--- src/rtl/rv_pkg.sv ---
// rtl/rv_pkg.sv - shared opcodes, funct3 width codes and memory-stage FSM states
package rv_pkg;

  localparam logic [6:0] OP_LOAD   = 7'b0000011;
  localparam logic [6:0] OP_STORE  = 7'b0100011;
  localparam logic [6:0] OP_JAL    = 7'b1101111;
  localparam logic [6:0] OP_JALR   = 7'b1100111;
  localparam logic [6:0] OP_BRANCH = 7'b1100011;

  localparam logic [2:0] F3_B  = 3'b000;
  localparam logic [2:0] F3_H  = 3'b001;
  localparam logic [2:0] F3_W  = 3'b010;
  localparam logic [2:0] F3_BU = 3'b100;
  localparam logic [2:0] F3_HU = 3'b101;

  typedef enum logic {
    IDLE,
    ACCESS
  } state_e;

  typedef enum logic [1:0] {
    SZ_BYTE,
    SZ_HALF,
    SZ_WORD
  } size_e;

  // Any funct3 outside the byte/half codes behaves as a word access.
  function automatic size_e access_size(input logic [2:0] f3);
    case (f3)
      F3_B, F3_BU: access_size = SZ_BYTE;
      F3_H, F3_HU: access_size = SZ_HALF;
      default:     access_size = SZ_WORD;
    endcase
  endfunction

  function automatic logic [1:0] size_offset(input size_e sz, input logic [1:0] a);
    case (sz)
      SZ_BYTE: size_offset = a;
      SZ_HALF: size_offset = {a[1], 1'b0};
      default: size_offset = 2'b00;
    endcase
  endfunction

  function automatic logic is_misaligned(input size_e sz, input logic [1:0] a);
    case (sz)
      SZ_BYTE: is_misaligned = 1'b0;
      SZ_HALF: is_misaligned = a[0];
      default: is_misaligned = (a != 2'b00);
    endcase
  endfunction

endpackage

--- src/rtl/load_align.sv ---
// rtl/load_align.sv - selects the load lane from a read word and sign/zero-extends it
module load_align
  import rv_pkg::*;
(
  input  logic [31:0] rdata,
  input  logic [1:0]  offset,
  input  logic [2:0]  funct3,
  output logic [31:0] result
);

  logic [31:0] shifted;
  logic [7:0]  lane_b;
  logic [15:0] lane_h;

  assign shifted = rdata >> {offset, 3'b000};
  assign lane_b  = shifted[7:0];
  assign lane_h  = shifted[15:0];

  always_comb begin
    result = rdata;
    case (funct3)
      F3_B:    result = {{24{lane_b[7]}}, lane_b};
      F3_H:    result = {{16{lane_h[15]}}, lane_h};
      F3_BU:   result = {24'd0, lane_b};
      F3_HU:   result = {16'd0, lane_h};
      default: result = rdata;
    endcase
  end

endmodule

--- src/rtl/memory_access.sv ---
// rtl/memory_access.sv - pipeline memory stage: issues loads/stores, returns results to write-back
// Optional MEM_MISALIGN_TRAP_EN: adds misalign output and traps misaligned accesses instead of masking.
module memory_access
  import rv_pkg::*;
#(
  parameter int MEM_AW = 30
) (
  input  logic              clk,
  input  logic              rst_n,
  input  logic              in_valid,
  output logic              in_ready,
  input  logic [31:0]       in_ir,
  input  logic [31:0]       in_pc,
  input  logic [31:0]       in_a,
  input  logic [31:0]       in_b,
  output logic              mem_req,
  output logic              mem_we,
  output logic [3:0]        mem_be,
  output logic [MEM_AW-1:0] mem_addr,
  output logic [31:0]       mem_wdata,
  input  logic [31:0]       mem_rdata,
  input  logic              mem_ack,
  output logic              out_valid,
  output logic [31:0]       IR,
  output logic [31:0]       RD,
  output logic [31:0]       A,
  output logic [31:0]       PC
`ifdef MEM_MISALIGN_TRAP_EN
  ,
  output logic              misalign
`endif
);

  state_e            state_q, state_d;
  logic              mem_req_q, mem_req_d;
  logic              mem_we_q, mem_we_d;
  logic [3:0]        mem_be_q, mem_be_d;
  logic [MEM_AW-1:0] mem_addr_q, mem_addr_d;
  logic [31:0]       mem_wdata_q, mem_wdata_d;
  logic              out_valid_q, out_valid_d;
  logic [31:0]       ir_q, ir_d;
  logic [31:0]       rd_q, rd_d;
  logic [31:0]       a_q, a_d;
  logic [31:0]       pc_q, pc_d;

  size_e       in_size;
  logic [1:0]  in_off;
  logic        in_is_load;
  logic        in_is_store;
  logic        in_trap;
  logic [3:0]  st_be;
  logic [31:0] st_wdata;
  logic [31:0] ld_result;
  logic        cur_is_load;

  assign in_size     = access_size(in_ir[14:12]);
  assign in_off      = size_offset(in_size, in_a[1:0]);
  assign in_is_load  = (in_ir[6:0] == OP_LOAD);
  assign in_is_store = (in_ir[6:0] == OP_STORE);
  assign cur_is_load = (ir_q[6:0] == OP_LOAD);

`ifdef MEM_MISALIGN_TRAP_EN
  logic misalign_q, misalign_d;
  assign in_trap  = (in_is_load || in_is_store) && is_misaligned(in_size, in_a[1:0]);
  assign misalign = misalign_q;
`else
  assign in_trap = 1'b0;
`endif

  // Store data is replicated across lanes; byte enables pick the live lane.
  always_comb begin
    st_be    = 4'b1111;
    st_wdata = in_b;
    case (in_size)
      SZ_BYTE: begin
        st_be    = 4'b0001 << in_off;
        st_wdata = {4{in_b[7:0]}};
      end
      SZ_HALF: begin
        st_be    = 4'b0011 << in_off;
        st_wdata = {2{in_b[15:0]}};
      end
      default: begin
        st_be    = 4'b1111;
        st_wdata = in_b;
      end
    endcase
  end

  load_align u_load_align (
    .rdata  (mem_rdata),
    .offset (size_offset(access_size(ir_q[14:12]), a_q[1:0])),
    .funct3 (ir_q[14:12]),
    .result (ld_result)
  );

  always_comb begin
    state_d     = state_q;
    mem_req_d   = mem_req_q;
    mem_we_d    = mem_we_q;
    mem_be_d    = mem_be_q;
    mem_addr_d  = mem_addr_q;
    mem_wdata_d = mem_wdata_q;
    out_valid_d = 1'b0;
    ir_d        = ir_q;
    rd_d        = rd_q;
    a_d         = a_q;
    pc_d        = pc_q;
`ifdef MEM_MISALIGN_TRAP_EN
    misalign_d  = 1'b0;
`endif
    case (state_q)
      IDLE: begin
        if (in_valid) begin
          ir_d = in_ir;
          pc_d = in_pc;
          a_d  = in_a;
          rd_d = 32'd0;
          if ((in_is_load || in_is_store) && !in_trap) begin
            state_d     = ACCESS;
            mem_req_d   = 1'b1;
            mem_we_d    = in_is_store;
            mem_be_d    = in_is_store ? st_be : 4'b1111;
            mem_addr_d  = in_a[MEM_AW+1:2];
            mem_wdata_d = in_is_store ? st_wdata : 32'd0;
          end else begin
            out_valid_d = 1'b1;
`ifdef MEM_MISALIGN_TRAP_EN
            misalign_d  = in_trap;
`endif
          end
        end
      end
      ACCESS: begin
        if (mem_ack) begin
          state_d     = IDLE;
          mem_req_d   = 1'b0;
          mem_we_d    = 1'b0;
          out_valid_d = 1'b1;
          rd_d        = cur_is_load ? ld_result : 32'd0;
        end
      end
      default: state_d = IDLE;
    endcase
  end

  always_ff @(posedge clk or negedge rst_n) begin
    if (!rst_n) begin
      state_q     <= IDLE;
      mem_req_q   <= 1'b0;
      mem_we_q    <= 1'b0;
      mem_be_q    <= 4'b0000;
      mem_addr_q  <= '0;
      mem_wdata_q <= 32'd0;
      out_valid_q <= 1'b0;
      ir_q        <= 32'd0;
      rd_q        <= 32'd0;
      a_q         <= 32'd0;
      pc_q        <= 32'd0;
`ifdef MEM_MISALIGN_TRAP_EN
      misalign_q  <= 1'b0;
`endif
    end else begin
      state_q     <= state_d;
      mem_req_q   <= mem_req_d;
      mem_we_q    <= mem_we_d;
      mem_be_q    <= mem_be_d;
      mem_addr_q  <= mem_addr_d;
      mem_wdata_q <= mem_wdata_d;
      out_valid_q <= out_valid_d;
      ir_q        <= ir_d;
      rd_q        <= rd_d;
      a_q         <= a_d;
      pc_q        <= pc_d;
`ifdef MEM_MISALIGN_TRAP_EN
      misalign_q  <= misalign_d;
`endif
    end
  end

  assign in_ready  = (state_q == IDLE);
  assign mem_req   = mem_req_q;
  assign mem_we    = mem_we_q;
  assign mem_be    = mem_be_q;
  assign mem_addr  = mem_addr_q;
  assign mem_wdata = mem_wdata_q;
  assign out_valid = out_valid_q;
  assign IR        = ir_q;
  assign RD        = rd_q;
  assign A         = a_q;
  assign PC        = pc_q;

endmodule

--- config.mk ---
export PLATFORM = sky130hd
export DESIGN_NAME = memory_access
export DESIGN_NICKNAME = d
export VERILOG_FILES = /design/src/rtl/rv_pkg.sv /design/src/rtl/load_align.sv /design/src/rtl/memory_access.sv
export SDC_FILE = /design/constraint.sdc
export NUM_CORES = 1
export LEC_CHECK = 0
export CAP_MARGIN = 20
export CORE_AREA = 5 5 169 171
export DETAILED_ROUTE_END_ITERATION = 8
export DIE_AREA = 0 0 174 176
export GPL_ROUTABILITY_DRIVEN = 0
export GPL_TIMING_DRIVEN = 0
export SETUP_SLACK_MARGIN = 0.05
export SYNTH_ARGS = -nofsm -noshare
export SYNTH_HDL_FRONTEND = slang
export SYNTH_HIERARCHICAL = 1
export SYNTH_SLANG_ARGS = --single-unit
--- constraint.sdc ---
create_clock -name clk -period 3.4 [get_ports clk]
set_clock_uncertainty 0.05 [all_clocks]
set_input_delay 0.34 -clock clk [delete_from_list [all_inputs] [get_ports clk]]
set_output_delay 0.34 -clock clk [all_outputs]
set_load 0.05 [all_outputs]
Word-level counts from Yosys, hierarchy flattened
Index checks and enable logic that the tools add are counted.
{ "op_classes": {"add_sub_neg": 0, "n_mul": 0, "n_div": 0, "n_lt_le_gt_ge": 0, "eq_ne": 14, "n_shift": 3, "mux": 28, "bitwise": 1, "reduce_logical": 13} }
{ "op_table": {"columns": ["operator", "n"], "rows": [
  ["2-to-1 mux 32 bit", 4],
  ["one-hot mux 32 bit (2 select lines)", 2],
  ["one-hot mux 32 bit (4 select lines)", 1],
  ["right shift 32 x 5 -> 16 bit", 1],
  ["one-hot mux 2 bit (2 select lines)", 4],
  ["== test 7 x 2 -> 1 bit (second input constant)", 2],
  ["== test 3 bit (second input constant)", 4],
  ["2-to-1 mux 1 bit", 11],
  ["one-hot mux 1 bit (2 select lines)", 4],
  ["one-hot mux 4 bit (2 select lines)", 1],
  ["OR reduction 2 bit", 4],
  ["== test 7 x 6 -> 1 bit (second input constant)", 1],
  ["== test 3 x 1 -> 1 bit (second input constant)", 2],
  ["zero test 3 bit", 2],
  ["AND reduction 3 bit", 2],
  ["== test 2 x 1 -> 1 bit (second input constant)", 2],
  ["zero test 2 bit", 2],
  ["2-to-1 mux 4 bit", 1],
  ["inequality test 2 bit (second input constant)", 2],
  ["AND reduction 2 bit", 2],
  ["<< shifter 1 x 2 -> 4 bit (first input constant)", 1],
  ["<< shifter 2 x 2 -> 4 bit (first input constant)", 1],
  ["inequality test 2 x 1 -> 1 bit (second input constant)", 1],
  ["logical OR 1 bit", 1],
  ["inverter 1 bit", 1]
]} }
{ "word_totals": {"register_bits": 198, "latchBits": 0, "mem_bits_rw": 0, "romBits": 0, "in_bits": 164, "out_inout_bits": 198, "elab_cells": 70, "memories": 0} }

Logic depth before layout (Yosys ltp)
Gate-level depths: netlist of the first run.
{ "logic_depth": {"ltp_word": 10, "depth_mapped": 6, "depth_no_buf": 5} }

Modules after synthesis
The synthesis of the first run kept the hierarchy.
{ "by_module_without_submodules": {"columns": ["mod", "n_inst", "cells_per_inst", "area_per_inst_um2", "seq_area_each_um2"], "rows": [
  ["memory_access", 1, 541, 7973.9, 4954.8],
  ["load_align", 1, 106, 691.9, 0.0]
]} }

Worst setup path after synthesis of the first run
No wires, ideal clock.
{ "synth_path": {"kind": "register -> register", "start": "reg ir_q[12] (netlist: IR[12])", "end": "reg rd_q[31] (netlist: RD[31])", "setup_time_ps": 122, "arrival_time_ps": 2470, "required_time_ps": 3228, "slack_ps": 759, "stages_incl_launch_ff": 7, "path_buffers": 1, "synth_period_minus_slack_ps": 2641, "path_cell_list": "dfrtp_1 -> nor3b_1 -> mux4_2 -> o211ai_4 -> buf_6 -> o21ai_0 -> a32o_1"} }
{ "synth_between": {"elab_chain_len": 10, "elab_cells_between_ends": 15, "cone_classes": "eq/ne (4); shift (1); mux (6); reduce/logical (4)"} }
{ "synth_lines": {"columns": ["item", "line_no", "text"], "rows": [
  ["start, declared", "memory_access.sv:41", "logic [31:0] ir_q, ir_d;"],
  ["start signal, assigned", "memory_access.sv:171", "ir_q <= ir_d;"],
  ["== test 3 x 1 -> 1 bit, or another cell as far along", "rv_pkg.sv:29, load_align.sv:21", null],
  ["OR reduction 2 bit", "rv_pkg.sv:29", "case (f3)"],
  ["one-hot mux 2 bit (2 select lines)", "rv_pkg.sv:29", null],
  ["== test 2 x 1 -> 1 bit or zero test 2 bit (tied branches)", "rv_pkg.sv:37", "case (sz)"],
  ["one-hot mux 2 bit (2 select lines)", "rv_pkg.sv:37", null],
  ["right shift 32 x 5 -> 16 bit", "load_align.sv:15", "assign shifted = rdata >> {offset, 3'b000};"],
  ["one-hot mux 32 bit (4 select lines) *", "load_align.sv:21", "case (funct3)"],
  ["named net ld_result[31]", "memory_access.sv:53", "logic [31:0] ld_result;"],
  ["2-to-1 mux 32 bit *", "memory_access.sv:140", "rd_d = cur_is_load ? ld_result : 32'd0;"],
  ["2-to-1 mux 32 bit *", "memory_access.sv:135", "if (mem_ack) begin"],
  ["one-hot mux 32 bit (2 select lines) *", "memory_access.sv:112", "case (state_q)"],
  ["end signal, assigned", "memory_access.sv:172", "rd_q <= rd_d;"],
  ["end, declared", "memory_access.sv:42", "logic [31:0] rd_q, rd_d;"]
]} }
The timed path passes the listed nets; every way through them passes the cells marked *. The select of a mux whose other input is x is not followed.
A chain may end at the register's enable or synchronous reset.

Worst setup path in the final report of the first run
{ "layout_path": {"start": "reg ir_q[12] (netlist: IR[12])", "end": "reg rd_q[17] (netlist: RD[17])"} }
The elaborated chain is that of the path after synthesis.

==> metrics.txt, run 1 <==
status finished, final reports clean; final worst-path cycle share between 80% and 90%; R2R depth 6; # setup viols final 0; count leader, synth dfrtp_1; Post-synth top cells dfrtp_1, mux2_2, nand2_1, o21ai_0, a32o_1; H-tree depth 4; Detailed Route Iter0 Violations ~450; Initial Utilization 32.43%; crit end category flip-flop; cts repair resizes 0; drt total wl 29550 um; PortBufs ~360; Total GRT Usage 19.07%; core area about 27000 um^2; area of the die a little over 30000 um^2; drt drc 0; hold_sp mem_req$_DFFE_PN0P_; Hold Vio Cnt, Final 0; vias per cell between 5 and 6; Clock Sinks roughly 200; register area 4955 um^2; asr flop ratio synth 100.0%; CTS buffer count 17; initial antenna violation count 1; P per Cell Area between 500 and 600 nW/um^2; Syn Inst Count between 600 and 700; min Tclk post-route about 2.9 ns; final HPWL from detailed placement 22210 um; delay-heaviest family, CP compound AO/OA/AOI/OAI gates; synth warn 6; routed vias 6935; Synth area leader dfrtp_1; CP max FO 10; Worst-Margin Slew roughly 0.96 ns; Worst Hold Class reg -> reg; DR WL/cell 21.38 um; worst r2r src IR[12]$_DFFE_PN0P_; unrepaired setup endpoints after global routing no; top cells by area, synth dfrtp_1, mux2_2, mux2_4; Fmax about 350 MHz; IO Count about 360; Slew Limit Headroom between 30% and 40%; CP cell instances nor3b_1, inv_1, a221oi_4, clkbuf_2, o21ai_1, a32o_1; CP max-delay cell nor3b_1; Primary FF master, synth dfrtp_1; router iterations before antenna repair 5; Final Power between 0.006 and 0.007 W; post-synth top area share between 50% and 60%; CP bufs+invs 2; worst skew pair latency between 0.4 and 0.5 ns; vias in the first global route roughly 7.5k; area of the mapped netlist approximately 8700 um^2; Die H between 150 and 200 um; Final Cell Area roughly 13000 um^2; Post-synth EDFFs 0; largest net degree at the start of global routing between 100 and 150; grt ovf 0; Post-DRT Antenna Nets 0; Yosys reg bits approximately 200; dpl cell area about 13000 um^2; Worst VDD drop between 0.2 and 0.3 mV; area grow syn2layout 53.83%; max-slew violations 0; clock root cell clkbuf_16; Nets roughly 1.2k; CTS tree done; Critical Path RT 3.66 ns; Avg Inst Size Synth approximately 13 um^2; WS Path Type reg -> reg; Die X-Extent between 150 and 200 um; Critical Path Source Type flip-flop; MaxCap Viol Count 0; Reg2Reg Setup Slack 0.53 ns; Synth cell types 42; r2r endpoint RD[17]$_DFFE_PN0P_; worst hold endpoint mem_req$_DFFE_PN0P_; clock tree buffer depth 2; Setup Fix Bufs, Post-CTS 0; Multi-input gate area 3432 um^2; global-route wire length before repair approximately 46000 um; Rows 60; clk slew on worst S/H paths 0.07 ns; Seq/Total Area, Yosys a little under three fifths; Hold Path Stages 2; cts hold-fix bufs 1; FILL cells between 2k and 2.5k; CP Data Arrival Time 3.13 ns; antenna cell count 0; layout cells sized above 1 between 10% and 20%; syn nets between 800 and 900; crit-path max cell delay approximately 0.74 ns; leakage 5.674 nW
==> flip-flops by register name, indices dropped and copies added, names as in the netlist, 4 cells and up <==
register   flops
A             32
IR            32
PC            32
RD            32
mem_addr      30
mem_be         4
mem_wdata     32
==> cell families (layout without fill, tap and decap cells) <==
group                  Yosys count  count (layout)  synth area share, %
AO/OA/AOI/OAI                  141             141                12.49
AND/OR/NAND/NOR                 90              90                4.880
flip-flops                     198             198                57.18
multiplexers                   161             161                22.23
buffers and inverters           57             451                3.220
==> cell usage in the layout, fill, tap and decap left out, types with 3 or more instances in the layout <==
cell type and count:
a32o_1 35, a21o_1 8, clkbuf_1 31, clkdlybuf4s50_1 360, a22oi_1 5, o21ai_0 42
o21ai_1 4, nand2_1 47, inv_1 8, a221oi_1 5, clkbuf_16 17, clkinv_8 3
dfrtp_1 198, mux2_4 34, mux2i_1 20, a22o_1 6, nor3_1 14, nor2_1 9
mux2_2 106, clkinv_4 3, nor2b_1 9, inv_8 5, buf_6 7, nand2b_1 3
o31ai_1 25, buf_2 9
==> where the power goes <==
part / internal [W] / switching (W)
combinational: 0.000821 / 0.00127
sequential: 0.00257 / 0.000128
clock: 0.000988 / 0.00106
total: 0.00438 / 0.00246
==> layer usage <==
metal | track usage, % | wire (um)
met3 | 7.837 | 2599
met4 | 3.860 | 395
met5 | 0 | 13
met2 | 31.42 | 14120
met1 | 23.83 | 12420
==> stage by stage <==
stage / setup TNS [ns] / instances / util [%] / setup slack (ns) / hold slack, ns
2_1_floorplan: 0 / 647 / - / 0.7588 / -0.005591
3_3_place_gp: -1362.56 / 1349 / 47.54 / -6.905 / 0.4158
3_5_place_dp: 0 / 1350 / 47.66 / 0.2948 / 0.3953
4_1_cts: 0 / 1382 / 49.88 / 0.5438 / 0.4326
5_1_grt: 0 / 1382 / 49.88 / 0.3568 / 0.4435
6_report: 0 / 1382 / 49.88 / 0.5335 / 0.4388
==> final cells by class <==
| cell class | count | share of cell area, % |
|---|---|---|
| plain buffers | 49 | 1.868 |
| clock buffers | 17 | 3.191 |
| clock inverters | 14 | 1.173 |
| inverters | 8 | 0.2253 |
| multi-input cells | 392 | 25.75 |
| flip-flops and latches | 198 | 37.17 |
| well taps | 341 | 3.201 |
| repair buffers | 363 | 27.43 |
==> tightest hold or removal path: stages, from the launching register on <==
cell and delay [ns]:
dfrtp_1 0.35, nand2_1 0.05, nand2_1 0.06
==> worst max path at each step <==
| stage | start | slack (ns) | to | cells after the start |
|---|---|---|---|---|
| 2_1_floorplan | IR[12]$_DFFE_PN0P_ | 0.76 | RD[31]$_DFFE_PN0P_ | 6 |
| 3_5_place_dp | in_valid | 0.29 | IR[21]$_DFFE_PN0P_ | 6 |
| 6_report | IR[12]$_DFFE_PN0P_ | 0.53 | RD[17]$_DFFE_PN0P_ | 6 |
| 4_1_cts | IR[12]$_DFFE_PN0P_ | 0.54 | RD[17]$_DFFE_PN0P_ | 6 |
| 5_1_grt | IR[12]$_DFFE_PN0P_ | 0.36 | RD[18]$_DFFE_PN0P_ | 6 |
| 3_3_place_gp | rst_n | -6.90 | RD[24]$_DFFE_PN0P_ | 1 |
Power figures use the tool's default switching activity.
==> run 2: changes to the inputs <==
--- a/config.mk
+++ b/config.mk
@@ -11,6 +11,7 @@
 export DIE_AREA = 0 0 174 176
 export GPL_ROUTABILITY_DRIVEN = 0
 export GPL_TIMING_DRIVEN = 0
+export PLACE_DENSITY = 0.66
 export SETUP_SLACK_MARGIN = 0.05
 export SYNTH_ARGS = -nofsm -noshare
 export SYNTH_HDL_FRONTEND = slang
==> constraint.sdc (replaced) <==
create_clock -name clk -period 2.6 [get_ports clk]
set_clock_uncertainty 0.05 [all_clocks]
set_input_delay 0.26 -clock clk [delete_from_list [all_inputs] [get_ports clk]]
set_output_delay 0.26 -clock clk [all_outputs]
set_load 0.05 [all_outputs]
==> run 2 against run 1 <==
Fmax is 18% higher. Final area is 0.75% higher. Final cell count is 0.43% higher. Clock power is 34% higher. Combinational power is 32% higher. Core utilization is 0.37 points higher. Via count is 1.4% lower. Power is 32% higher. Register-to-register slack worse by 0.36 ns. Critical path depth stayed put. Global-route usage is 0.57 points lower. Non-clock buffer count is 3 higher.
==> metrics.txt, run 2 (synthesis gave the netlist of run 1 again) <==
WS Path Type reg -> reg; clk slew on worst S/H paths ~0.09 ns; Critical Path RT about 2.9 ns; Nets around 1.2k; Rows 60; core area ~27000 um^2; switching portion of total power 35.84%; vias in the first global route between 7k and 8k; sequential group share of total power about 39%; r2r endpoint RD[31]$_DFFE_PN0P_; unrepaired setup endpoints after global routing no; clock root cell clkbuf_16; P per Cell Area ~670 nW/um^2; Multi-input gate area 3453 um^2; drt total wl 28700 um; Initial Utilization roughly a third; commonest non-fill, non-tap cell in the layout clkdlybuf4s50_1; Worst Hold Class in -> async; Critical Path Source Type flip-flop; IO Count approximately 360; final HPWL from detailed placement approximately 22000 um; Die X-Extent about 170 um; H-tree depth 4; clock tree buffer depth 2; initial antenna violation count 2; Post-DRT Antenna Nets 0; commonest non-fill, non-tap cells in the layout clkdlybuf4s50_1, dfrtp_1, mux2_2; router iterations before antenna repair 4; PortBufs between 300 and 400; Reg2Reg Setup Slack roughly 0.18 ns; DR WL/cell between 20 and 25 um; worst r2r src IR[13]$_DFFE_PN0P_; FILL cells roughly 2.4k; drt drc 0; CP Data Arrival Time 2.69 ns; placed instance count 1351; Post-Layout Cell Count between 1k and 1.5k; MaxCap Viol Count 0; R2R depth 6; routed vias 6836; setup_tns 0 ns; CTS buffer count 17; area grow syn2layout 54.98%; crit end category flip-flop; register area between 4000 and 5000 um^2; Die H ~180 um; Slew Limit Headroom between 40 and 50%; Worst-Margin Slew approximately 0.87 ns; Total GRT Usage a little under a fifth; layout cells sized above 1 about a fifth; status finished, final reports clean; internal power 0.005787 W; leakage ~5.7 nW; min Tclk post-route between 2 and 2.5 ns; Worst VDD drop about 0.34 mV; vias per cell 4.925; largest net degree at the start of global routing 82; clock share of power about 30%; Clock Sinks around 200; worst skew pair latency around 0.42 ns; Fmax 412.5 MHz; final worst-path cycle share 93.23%; Gate power share between 30 and 40%; CP max FO 10; CTS tree done; # setup viols final 0; Hold Vio Cnt, Final 0; area of the die slightly above 30000 um^2; Psw around 0.0032 W; max-slew violations 0; grt ovf 0; Detailed Route Iter0 Violations between 400 and 500; global-route wire length before repair 44750 um
run 2: critical path, stage by stage (launching register included):
cell,delay [ns]
dfrtp_1,0.48
nor3b_4,0.36
mux4_2,0.65
o211ai_4,0.29
buf_6,0.17
o21ai_0,0.09
a32o_1,0.23
run 2: layout make-up:
type / instances / area share [%]
inverters: 8 / 0.2236
diodes: 2 / 0.03726
flip-flops and latches: 198 / 36.90
clock inverters: 14 / 1.267
well taps: 341 / 3.177
multi-input cells: 392 / 25.71
plain buffers: 49 / 1.873
repair buffers: 366 / 27.54
clock buffers: 18 / 3.270
run 2: worst max path at each step:
| stage | cells after the start | to | startpoint | slack, ns |
|---|---|---|---|---|
| after detailed placement | 6 | IR[20]$_DFFE_PN0P_ | in_valid | -0.51 |
| after floorplan | 6 | RD[31]$_DFFE_PN0P_ | IR[12]$_DFFE_PN0P_ | 0.15 |
| final | 6 | RD[31]$_DFFE_PN0P_ | IR[13]$_DFFE_PN0P_ | 0.18 |
| after global placement | 1 | RD[28]$_DFFE_PN0P_ | rst_n | -7.43 |
| after CTS | 5 | IR[20]$_DFFE_PN0P_ | state_q$_DFF_PN0_ | 0.05 |
| after global routing | 6 | RD[31]$_DFFE_PN0P_ | IR[13]$_DFFE_PN0P_ | 0.06 |
run 2: power groups by stage:
| stage | sequential [W] | clock, W | combinational, W |
|---|---|---|---|
| 2_1_floorplan | 0.00458 | 0 | 0.000597 |
| 3_3_place_gp | 0.00359 | 0 | 0.00273 |
| 3_5_place_dp | 0.00359 | 0 | 0.00275 |
| 4_1_cts | 0.00354 | 0.00284 | 0.00276 |
| 5_1_grt | 0.00357 | 0.00297 | 0.00288 |
| 6_report | 0.00353 | 0.00274 | 0.00275 |
run 2: metrics by stage:
stage | setup WS [ns] | power [W] | hold slack (ns) | utilization, % | area, um^2
2_1_floorplan | 0.1477 | 0.005177 | -0.08559 | - | 8671
3_3_place_gp | -7.434 | 0.006315 | 0.4118 | 47.56 | 12710
3_5_place_dp | -0.5069 | 0.006336 | 0.1149 | 47.79 | 12770
4_1_cts | 0.04835 | 0.009132 | 0.2404 | 50.13 | 13400
5_1_grt | 0.06045 | 0.009422 | 0.2576 | 50.25 | 13430
6_report | 0.1760 | 0.009019 | 0.2500 | 50.25 | 13430
run 2: what timing repair did:
item / in CTS / in global routing
buffers inserted: 0 / 2
gates resized for setup: 2 / 5
endpoints found under the hold margin: 41 / 0
setup endpoints to repair: 33 / 30
pin swaps: 0 / 2
hold buffers: 1 / 0
run 2: per-layer routing:
layer / vias to the layer above / GRT usage (%) / wire length (um)
met3: 27 / 6.681 / 2383
met2: 263 / 30.59 / 13750
met1: 3384 / 23.46 / 12150
li1: 3162 / - / -
met5: - / 0 / 0
met4: 0 / 4.124 / 413
==> run 3: changes to the inputs <==
--- a/config.mk
+++ b/config.mk
@@ -6,14 +6,13 @@
 export NUM_CORES = 1
 export LEC_CHECK = 0
 export CAP_MARGIN = 20
-export CORE_AREA = 5 5 169 171
+export CORE_AREA = 5 5 165 167
 export DETAILED_ROUTE_END_ITERATION = 8
-export DIE_AREA = 0 0 174 176
+export DIE_AREA = 0 0 170 172
 export GPL_ROUTABILITY_DRIVEN = 0
 export GPL_TIMING_DRIVEN = 0
-export PLACE_DENSITY = 0.66
+export PLACE_DENSITY = 0.67
 export SETUP_SLACK_MARGIN = 0.05
 export SYNTH_ARGS = -nofsm -noshare
 export SYNTH_HDL_FRONTEND = slang
-export SYNTH_HIERARCHICAL = 1
 export SYNTH_SLANG_ARGS = --single-unit
==> run 3 against run 2 <==
Final area fell by 3.4%. Clock power grew 3%. Power down 1.1%. Critical path depth unchanged. Non-clock buffer count is 9 lower. Sequential power hardly changed. First-iteration DRC count decreased by 4.8%. Register-to-register slack gained 0.27 ns. Sequential share of layout area up 1.3 points. Count of clock-buffer cells in the layout decreased by 1. Routed wire length shrank 1.8%. Highest routed layer unchanged.
==> metrics.txt, run 3 <==
# setup viols final 0; Yosys reg bits 198; CP max FO 10; Reg2Reg Setup Slack 0.44 ns; Synth Area in Compound Gates 9.815%; vias in the first global route between 7k and 8k; Fmax between 400 and 500 MHz; Slew Limit Headroom 45.70%; Primary FF master, synth dfrtp_1; WS Path Type reg -> reg; Detailed Route Iter0 Violations 399; Rows 59; largest net degree at the start of global routing roughly 100; internal power about 0.0057 W; min Tclk post-route between 2 and 2.5 ns; asr flop ratio synth 100.0%; synth warn 0; layout cells sized above 1 around 16%; worst r2r src state_q$_DFF_PN0_; area grow syn2layout 56.88%; vias per cell a little under 5; Nets between 1k and 1.5k; area of the mapped netlist slightly above 8000 um^2; Worst path depth 6; DR WL/cell roughly 19 um; drt total wl around 28000 um; worst skew pair latency ~0.43 ns; setup_tns 0 ns; top cells by area, synth dfrtp_1, mux2_2, nand2_1; Worst-Margin Slew about 0.8 ns; core area between 20000 and 30000 um^2; Syn Inst Count between 700 and 800; Critical Path RT 2.85 ns; CP most frequent cell nand2_1; area of the die about 29000 um^2; Critical Path Source Type flip-flop; clock tree buffer depth 2; Post-synth top cells dfrtp_1, nand2_1, mux2_2, nor2_1, o21ai_0; largest family of logic cells by synthesized area multiplexers; switching portion of total power 36.25%; global-route wire length before repair around 43000 um; count leader, synth dfrtp_1; max-slew violations 0; Setup crit end mem_wdata[11]$_DFFE_PN0P_; clk slew on worst S/H paths approximately 0.090 ns; cts repair resizes 0; post-synth top area share approximately three fifths; Simple-Gate Fraction of Synth Area 11.45%; Initial Utilization about a third; grt ovf 0; IO Count between 300 and 400; router iterations before antenna repair 4; Clock Sinks 198; MaxCap Viol Count 0; Final Power between 0.008 and 0.009 W; commonest non-fill, non-tap cells in the layout clkdlybuf4s50_1, dfrtp_1, nand2_1; Synth area leader dfrtp_1; Avg Inst Size Synth 11.47 um^2; status finished, final reports clean; delay-heaviest family, CP simple AND/OR/NAND/NOR gates; commonest non-fill, non-tap cell in the layout clkdlybuf4s50_1; CP bufs+invs 2; Seq/Total Area, Yosys 59.89%; clock share of power a little under a third; WHS 0.3228 ns; CTS buffer count 17; Psw 0.003233 W; R2R depth 6; CP cell instances nor2b_1, buf_2, nand2_1, clkbuf_1, nand2_1, o21ai_0; routed vias 6982; Worst Hold Class in -> reg; antenna cell count 0; initial antenna violation count 0; crit end category flip-flop; Synth cell types 46; Hold Vio Cnt, Final 0; Finished Core Util approximately half; r2r endpoint mem_wdata[11]$_DFFE_PN0P_; FILL cells about 2.3k; sequential group share of total power a little under 40%; Synth Area in Adders 0%; Die H 172 um; CP max-delay cell dfrtp_1; Post-synth EDFFs 0; Gate power share roughly 29%; leakage between 5 and 6 nW; CP Data Arrival Time 2.41 ns; Setup crit start state_q$_DFF_PN0_; CTS tree done; clock root cell clkbuf_16; final HPWL from detailed placement roughly 21000 um; post-synthesis mux area share around 16%; Post-DRT Antenna Nets 0; crit-path max cell delay between 0.4 and 0.5 ns; final worst-path cycle share between 80% and 90%; Worst VDD drop between 0.3 and 0.4 mV; syn nets 885; unrepaired setup endpoints after global routing no; P per Cell Area just under 700 nW/um^2; PortBufs 360; Post-Synth XOR/XNOR Area 0%; H-tree depth 4; drt drc 0; Die X-Extent 170 um; Total GRT Usage 19.05%
[run 3: worst register-to-register path, delay by kind of cell, from the launching register on]
kind                   cells  cell delay [ns]
AND/OR/NAND/NOR            3             0.74
AO/OA/AOI/OAI              1             0.08
flip-flops                 1             0.44
buffers and inverters      2             0.72
[run 3: timing repair]
item / in CTS / in global routing
hold buffers: 1 / 0
endpoints found under the setup margin: 0 / 0
buffers inserted: 0 / 0
hold endpoints to repair: 100 / 0
[run 3: per-stage QoR]
stage                     instance area (um^2)  cells  setup slack, ns
final                                    12980   1450           0.4444
after global routing                     12980   1450           0.1911
after CTS                                12980   1450           0.3094
after floorplan                           8273    721           0.6720
after detailed placement                 12330   1417        -0.006219
after global placement                   12300   1416           -7.525
[run 3: logic make-up (layout without fill, tap and decap cells)]
| logic type | after synthesis | after routing |
|---|---|---|
| and+or+nand+nor | 233 | 233 |
| muxes | 120 | 120 |
| DFF | 198 | 198 |
| AOI/OAI and AO/OA | 121 | 121 |
| buffers and inverters | 49 | 443 |
[run 3: routing by layer]
layer	vias up	share of wire (%)	global-route usage, %
met1	3401	39	22.65
met3	36	11	8.139
met4	0	2.3	5.729
met5	-	0	0
li1	3250	-	-
met2	295	48	31.64
[run 3: power groups by stage]
stage                     registers, W  logic (W)  clock network [W]
after floorplan                0.00457   0.000474                  0
after global placement         0.00357    0.00257                  0
after detailed placement       0.00358    0.00259                  0
after CTS                      0.00352    0.00260            0.00293
after global routing           0.00356    0.00270            0.00308
final                          0.00352    0.00257            0.00283
[run 3: worst min-delay path by stage]
stage / end / slack (ns) / cells after the start / startpoint
floorplan: A[0]$_DFFE_PN0P_ / -0.09 / 0 / rst_n
global placement: RD[3]$_DFFE_PN0P_ / 0.41 / 2 / RD[3]$_DFFE_PN0P_
detailed placement: PC[14]$_DFFE_PN0P_ / 0.30 / 1 / rst_n
global route: mem_addr[4]$_DFFE_PN0P_ / 0.30 / 3 / in_a[6]
CTS: mem_addr[19]$_DFFE_PN0P_ / 0.30 / 3 / in_a[21]
finish: mem_addr[4]$_DFFE_PN0P_ / 0.32 / 3 / in_a[6]
[run 3: final cells by class]
class                   instances  area (um^2)  share of cell area [%]
plain buffers                  44        216.5                   1.668
clock buffers                  17        425.4                   3.278
clock inverters                15        215.2                   1.658
inverters                       5        18.77                  0.1446
multi-input cells             474         3083                   23.75
flip-flops and latches        198         4955                   38.18
well taps                     335        419.2                   3.230
repair buffers                362         3646                   28.09
